`src/rtl/mem_arb_pkg.sv`:
```
// Shared types and constants for the SUBLEQ memory port arbiter.
// Holds the arbiter state encoding, default latency/lock limits and the ID width helper.
// No logic lives here; every consumer imports it.
package mem_arb_pkg;

    typedef enum logic [0:0] {
        ARB_OPEN   = 1'b0,
        ARB_LOCKED = 1'b1
    } arb_state_t;

    localparam int READ_LAT_DEF = 2;
    localparam int LOCK_MAX_DEF = 16;

    // Bits needed to index n items; never less than one bit.
    function automatic int calc_id_w(input int n);
        return (n > 1) ? $clog2(n) : 1;
    endfunction

endpackage

```
`src/rtl/read_tag_pipe.sv`:
```
// Delay line carrying {valid, requester id} for each accepted read.
// Latency: exactly DEPTH cycles from in_valid to out_valid.
// No backpressure: a new entry may enter every cycle; reset drops all entries.
module read_tag_pipe
    import mem_arb_pkg::*;
#(
    parameter int DEPTH = READ_LAT_DEF,
    parameter int ID_W  = 1
) (
    input  logic            clock,
    input  logic            rst,
    input  logic            in_valid,
    input  logic [ID_W-1:0] in_id,
    output logic            out_valid,
    output logic [ID_W-1:0] out_id
);

    logic [DEPTH-1:0] vld;
    logic [ID_W-1:0]  tag [DEPTH];

    // Shift the read tags one stage per cycle; reset discards in-flight reads.
    always_ff @(posedge clock or posedge rst) begin
        if (rst) begin
            vld <= '0;
            for (int i = 0; i < DEPTH; i++) begin
                tag[i] <= '0;
            end
        end else begin
            vld[0] <= in_valid;
            tag[0] <= in_id;
            for (int i = 1; i < DEPTH; i++) begin
                vld[i] <= vld[i-1];
                tag[i] <= tag[i-1];
            end
        end
    end

    assign out_valid = vld[DEPTH-1];
    assign out_id    = tag[DEPTH-1];

endmodule

```
`src/rtl/mem_port_arbiter.sv`:
```
// Round-robin arbiter sharing one SUBLEQ memory port, with per-requester lock and read return routing.
// Latency: grant and memory drive are same-cycle; read data returns READ_LAT cycles after acceptance.
// Backpressure: req_ready is a one-hot grant; requesters hold their request until accepted.
module mem_port_arbiter
    import mem_arb_pkg::*;
#(
    parameter int NUM_REQ  = 2,
    parameter int ADDR_W   = 32,
    parameter int DATA_W   = 32,
    parameter int READ_LAT = READ_LAT_DEF,
    parameter int LOCK_MAX = LOCK_MAX_DEF
) (
    input  logic                      clock,
    input  logic                      rst,
    input  logic [NUM_REQ-1:0]        req_valid,
    input  logic [NUM_REQ-1:0]        req_we,
    input  logic [NUM_REQ-1:0]        req_lock,
    input  logic [NUM_REQ*ADDR_W-1:0] req_addr,
    input  logic [NUM_REQ*DATA_W-1:0] req_wdata,
    output logic [NUM_REQ-1:0]        req_ready,
    output logic [NUM_REQ-1:0]        rsp_valid,
    output logic [DATA_W-1:0]         rsp_rdata,
    output logic                      lock_timeout,
    output logic                      mem_en,
    output logic                      mem_we,
    output logic [ADDR_W-1:0]         mem_addr,
    output logic [DATA_W-1:0]         mem_din,
    input  logic [DATA_W-1:0]         mem_dout
);

    localparam int ID_W  = calc_id_w(NUM_REQ);
    localparam int CNT_W = calc_id_w(LOCK_MAX);
    localparam logic [ID_W-1:0]  LAST_ID  = ID_W'(NUM_REQ - 1);
    localparam logic [CNT_W-1:0] CNT_LAST = CNT_W'(LOCK_MAX - 1);

    // Successor in round-robin order, wrapping at NUM_REQ (which need not be a power of two).
    function automatic logic [ID_W-1:0] next_id(input logic [ID_W-1:0] id);
        return (id == LAST_ID) ? '0 : id + 1'b1;
    endfunction

    arb_state_t       state;
    logic [ID_W-1:0]  rr_ptr;
    logic [ID_W-1:0]  owner;
    logic [CNT_W-1:0] lock_cnt;

    logic             gnt_any;
    logic [ID_W-1:0]  gnt_id;
    logic             owner_release;
    logic             pipe_vld;
    logic [ID_W-1:0]  pipe_id;

    // Pick the granted requester: only the owner while locked, else first valid at or after rr_ptr.
    always_comb begin
        gnt_any = 1'b0;
        gnt_id  = '0;
        if (state == ARB_LOCKED) begin
            gnt_any = req_valid[owner];
            gnt_id  = owner;
        end else begin
            for (int i = 0; i < NUM_REQ; i++) begin
                if (!gnt_any && req_valid[i] && (i >= int'(rr_ptr))) begin
                    gnt_any = 1'b1;
                    gnt_id  = ID_W'(i);
                end
            end
            for (int i = 0; i < NUM_REQ; i++) begin
                if (!gnt_any && req_valid[i] && (i < int'(rr_ptr))) begin
                    gnt_any = 1'b1;
                    gnt_id  = ID_W'(i);
                end
            end
        end
    end

    // One-hot ready for the granted requester.
    always_comb begin
        req_ready = '0;
        if (gnt_any) begin
            req_ready[gnt_id] = 1'b1;
        end
    end

    assign mem_en   = gnt_any;
    assign mem_we   = gnt_any & req_we[gnt_id];
    assign mem_addr = gnt_any ? req_addr[int'(gnt_id)*ADDR_W +: ADDR_W]  : '0;
    assign mem_din  = gnt_any ? req_wdata[int'(gnt_id)*DATA_W +: DATA_W] : '0;

    // A release landing on the last allowed cycle wins over the timeout, so no pulse then.
    assign owner_release = (state == ARB_LOCKED) && gnt_any && !req_lock[owner];
    assign lock_timeout  = (state == ARB_LOCKED) && (lock_cnt == CNT_LAST) && !owner_release;

    // Arbitration state: rotate the pointer on open grants, enter/leave the lock, age the lock.
    always_ff @(posedge clock or posedge rst) begin
        if (rst) begin
            state    <= ARB_OPEN;
            rr_ptr   <= '0;
            owner    <= '0;
            lock_cnt <= '0;
        end else begin
            case (state)
                ARB_OPEN: begin
                    if (gnt_any) begin
                        rr_ptr <= next_id(gnt_id);
                        if (req_lock[gnt_id]) begin
                            state    <= ARB_LOCKED;
                            owner    <= gnt_id;
                            lock_cnt <= '0;
                        end
                    end
                end
                ARB_LOCKED: begin
                    lock_cnt <= lock_cnt + 1'b1;
                    if (owner_release || lock_timeout) begin
                        state    <= ARB_OPEN;
                        rr_ptr   <= next_id(owner);
                        lock_cnt <= '0;
                    end
                end
                default: state <= ARB_OPEN;
            endcase
        end
    end

    read_tag_pipe #(
        .DEPTH (READ_LAT),
        .ID_W  (ID_W)
    ) u_tag_pipe (
        .clock     (clock),
        .rst       (rst),
        .in_valid  (gnt_any & ~req_we[gnt_id]),
        .in_id     (gnt_id),
        .out_valid (pipe_vld),
        .out_id    (pipe_id)
    );

    // Route the returning read data to the requester that issued it.
    always_comb begin
        rsp_valid = '0;
        if (pipe_vld) begin
            rsp_valid[pipe_id] = 1'b1;
        end
    end

    assign rsp_rdata = pipe_vld ? mem_dout : '0;

endmodule
```
`config.mk`:
```
export PLATFORM = sky130hd
export DESIGN_NAME = mem_port_arbiter
export DESIGN_NICKNAME = d
export VERILOG_FILES = /design/src/rtl/mem_arb_pkg.sv /design/src/rtl/read_tag_pipe.sv /design/src/rtl/mem_port_arbiter.sv
export SDC_FILE = /design/constraint.sdc
export NUM_CORES = 1
export LEC_CHECK = 0
export CAP_MARGIN = 0
export CORE_AREA = 2 2 105 107
export DETAILED_ROUTE_END_ITERATION = 10
export DIE_AREA = 0 0 107 109
export PLACE_DENSITY = 0.71
export SYNTH_ARGS = -nofsm -noshare
export SYNTH_HDL_FRONTEND = slang
export SYNTH_SLANG_ARGS = --single-unit
export TNS_END_PERCENT = 100
```
`constraint.sdc`:
```
create_clock -name clock -period 2.2 [get_ports clock]
set_input_delay 0.44 -clock clock [delete_from_list [all_inputs] [get_ports clock]]
set_output_delay 0.44 -clock clock [all_outputs]
set_load 0.01 [all_outputs]
```
==> summary.md <==
| Metric | Value |
|---|---|
| DRT Pass-1 Iters | 4 |
| Reg2reg start | state |
| Die Ht | around 110 um |
| GPL Wtd Cong | ~0.78 |
| Area contributors post-synth | a22o_1, dfrtp_1, and2_1, buf_6, buf_2 |
| Worst-path clk slew | around 0.050 ns |
| Gr ovfl total | 0 |
| Mapped Nets | around 340 |
| Hold-fix buffers at CTS | 0 |
| CP Data Required Time | approximately 1.8 ns |
| Clk_skew | approximately 0.0059 ns |
| Max cap viols | 0 |
| First-pass GRT wire length | between 10000 and 15000 um |
| Clock Sink Count | 11 |
| Final Power | approximately 3.6 mW |
| Post-synthesis sequential element count | 11 |
| Area growth, synth to finish | 203% |
| WL/cell | roughly 15 um |
| Initial antenna violation count | 0 |
| Syn avg cell area | roughly 8.6 um2 |
| Hold Crit Class | flop to flop |
| FF/Latch Area | 275 um2 |
| Antenna Nets Post-Route | 0 |
| RSZ-0062 raised after global routing | true |
| Slew Viols, Final | 0 |
| # port buffers | 270 |
| Synth area leader | a22o_1 |
| F_max | ~440 MHz |
| Cell area after synthesis | 0.00145 mm2 |
| Worst Setup SP | state |
| Buffer depth of the longest clock path | 2 |
| Clock Latency Late Sink | ~0.24 ns |
| Leak pwr | around 2.0 nW |
| Die X | 107 um |
| Core Footprint | 0.0106 mm2 |
| Tot GR Track Use | 13.8% |
| Period minus WS final | 2.25 ns |
| Slew of the pin with the lowest slew margin | 0.401 ns |
| Vias in the first global route | between 2000 and 3000 |
| Setup ws final | -0.0521 ns |
| Setup crit end | mem_din[15] |
| Initial core utilization | between 10% and 20% |
| Worst VDD drop | slightly above 0.0003 V |
| Setup_tns | -1.08 ns |
| Kind of critical path | flop to primary output |
| Run status | finished, violations left |
| Relative slew slack | between 70% and 80% |
| Rows | 38 |
| Final worst-path cycle share | 102% |
| DR iter-0 viols | 127 |
| Antenna diodes | 0 |
| Yosys cell types | 30 |
| Reg2Reg Depth | 7 |
| Yosys warns | 0 |
| Crit end category | primary output |
| Final hold violations | 0 |
| Finish-stage setup viols | 55 |
| Sequential area share after synthesis | 19.0% |
| Io pins | about 270 |
| Total clock buffers created by CTS | 3 |
| Dpl hpwl | slightly above 7000 um |
| Share of cells above drive strength 1 | between 20% and 30% |
| Cell Pwr Density | between 800 and 900 mW/mm2 |
| Final core utilization | between 40 and 50% |
| CTS root buf | clkbuf_8 |
| Failing checks | setup timing |
| Area of the multi-input gates | between 0.001 and 0.0015 mm2 |
| CTS tree | built |
| Remaining DRCs | 0 |
| Synthesized instance count | roughly 170 |
| Startpoint types | flop |
| DR vias | between 2000 and 3000 |
| Worst R2R Setup Slack | between 0.15 and 0.2 ns |
| Fillers | ~1000 |
| CTS HTree Levels | 1 |
| Reg2reg end | lock_cnt[0] |
| Crit Path Max Fanout | 5 |
| Full die area | roughly 0.012 mm2 |
| Synth top area share | between 30% and 40% |
| Critical Path AT | ~1.8 ns |
| Largest net degree at the start of global routing | 31 |
| DR vias/cell | around 4.3 |
| Post-Route WL | between 9000 and 10000 um |
| Final nets | between 600 and 700 |
## through the flow
step / setup slack (ns) / std cells / cell area, um2 / hold slack, ns
after detailed placement: -0.616 / 575 / 4380 / 0.339
after global routing: -0.0993 / 593 / 4390 / 0.355
after floorplan: 0.335 / 168 / 1450 / 0.292
final: -0.0521 / 593 / 4390 / 0.351
after CTS: -0.0750 / 593 / 4380 / 0.351
after global placement: -0.637 / 575 / 4380 / 0.332
## placed cells by master (no fill, tap or decap), types with 2 or more instances in the layout
cell type,count
a21oi_1,2
a22o_1,66
and2_1,34
buf_12,7
buf_16,3
buf_2,60
buf_4,14
buf_6,6
clkbuf_2,2
clkbuf_8,3
clkdlybuf4s50_1,199
dfrtp_1,11
dlygate4sd2_1,4
inv_1,3
mux2i_1,2
nand2b_1,2
nand2b_4,2
nand3_1,3
nor2_1,3
nor2b_1,3
o21ai_1,2
## routing by layer
layer  vias to the layer above  routed length [um]  track usage, %
met4                         0                  78            3.06
met2                       142                4850            25.2
met3                         8                 783            3.23
met5                         -                   0               0
li1                       1226                   -               -
met1                      1191                3400            16.3
## kinds of logic (layout without fill, tap and decap cells)
family / Yosys count / in the layout / share of synthesized area [%]
xor+xnor: 1 / 1 / 0.605
flops: 11 / 11 / 19.0
simple gates: 53 / 53 / 22.0
compound gates: 77 / 77 / 46.4
buf+inv: 22 / 307 / 8.98
fa+ha+maj: 1 / 1 / 0.863
mux: 3 / 3 / 2.16
## final cells by class
cell class,instances,share of cell area (%)
Multi-Input combinational cell,135,24.7
Timing Repair Buffer,299,63.6
Inverter,4,0.342
Clock buffer,3,0.940
Clock inverter,1,0.114
Sequential cell,11,6.27
Tap cell,140,3.99
## worst max-delay path, stage by stage (launching register included)
cell and delay (ns):
dfrtp_1 0.41, buf_6 0.13, nand2b_4 0.13, o211a_4 0.31, buf_12 0.16, buf_6 0.11
a22o_1 0.17, buf_2 0.14
## state kept, by name, summed over array words and instances, names as in the netlist
signal / count
owner: 1
rr_ptr: 1
u_tag_pipe.vld: 2
u_tag_pipe.tag: 1
lock_cnt: 4
state: 1
u_tag_pipe.out_id: 1
## worst min path at each step
stage / startpoint / to / depth (start not counted) / slack [ns]
global placement: u_tag_pipe.vld[0] / u_tag_pipe.vld[1] / 0 / 0.33
finish: u_tag_pipe.vld[0] / u_tag_pipe.vld[1] / 0 / 0.35
floorplan: rst / lock_cnt[0] / 1 / 0.29
detailed placement: u_tag_pipe.vld[0] / u_tag_pipe.vld[1] / 0 / 0.34
global route: u_tag_pipe.vld[0] / u_tag_pipe.vld[1] / 0 / 0.36
CTS: u_tag_pipe.vld[0] / u_tag_pipe.vld[1] / 0 / 0.35
## cells in the mapped netlist
library cell / n
a22o_1: 66
and2_1: 34
dfrtp_1: 11
buf_2: 8
buf_6: 5
clkbuf_1: 5
nand2b_1: 4
nand3_1: 4
inv_1: 3
nor2_1: 3
nor2b_1: 3
a21oi_1: 2
mux2i_1: 2
o21ai_1: 2
a221oi_2: 1
a22oi_2: 1
a31o_1: 1
a32o_1: 1
ha_1: 1
inv_2: 1
mux2_2: 1
nand2_1: 1
nand3b_1: 1
nand4_1: 1
nor3_1: 1
o211a_2: 1
o311a_1: 1
o31ai_1: 1
or3b_1: 1
xnor2_1: 1
## power by group
part / internal, mW / switching, mW / leakage [nW]
combinational: 1.73 / 1.29 / 1.79
clock: 0.125 / 0.0808 / 0.0255
sequential: 0.287 / 0.0821 / 0.137
total: 2.14 / 1.46 / 1.95
## timing repair
action,CTS,global route
pin swaps,8,9
cloned,6,1
gates resized for setup,269,19
setup buffers,8,2
endpoints found under the setup margin,69,78
No activity file was read; power rests on OpenSTA's default activity.
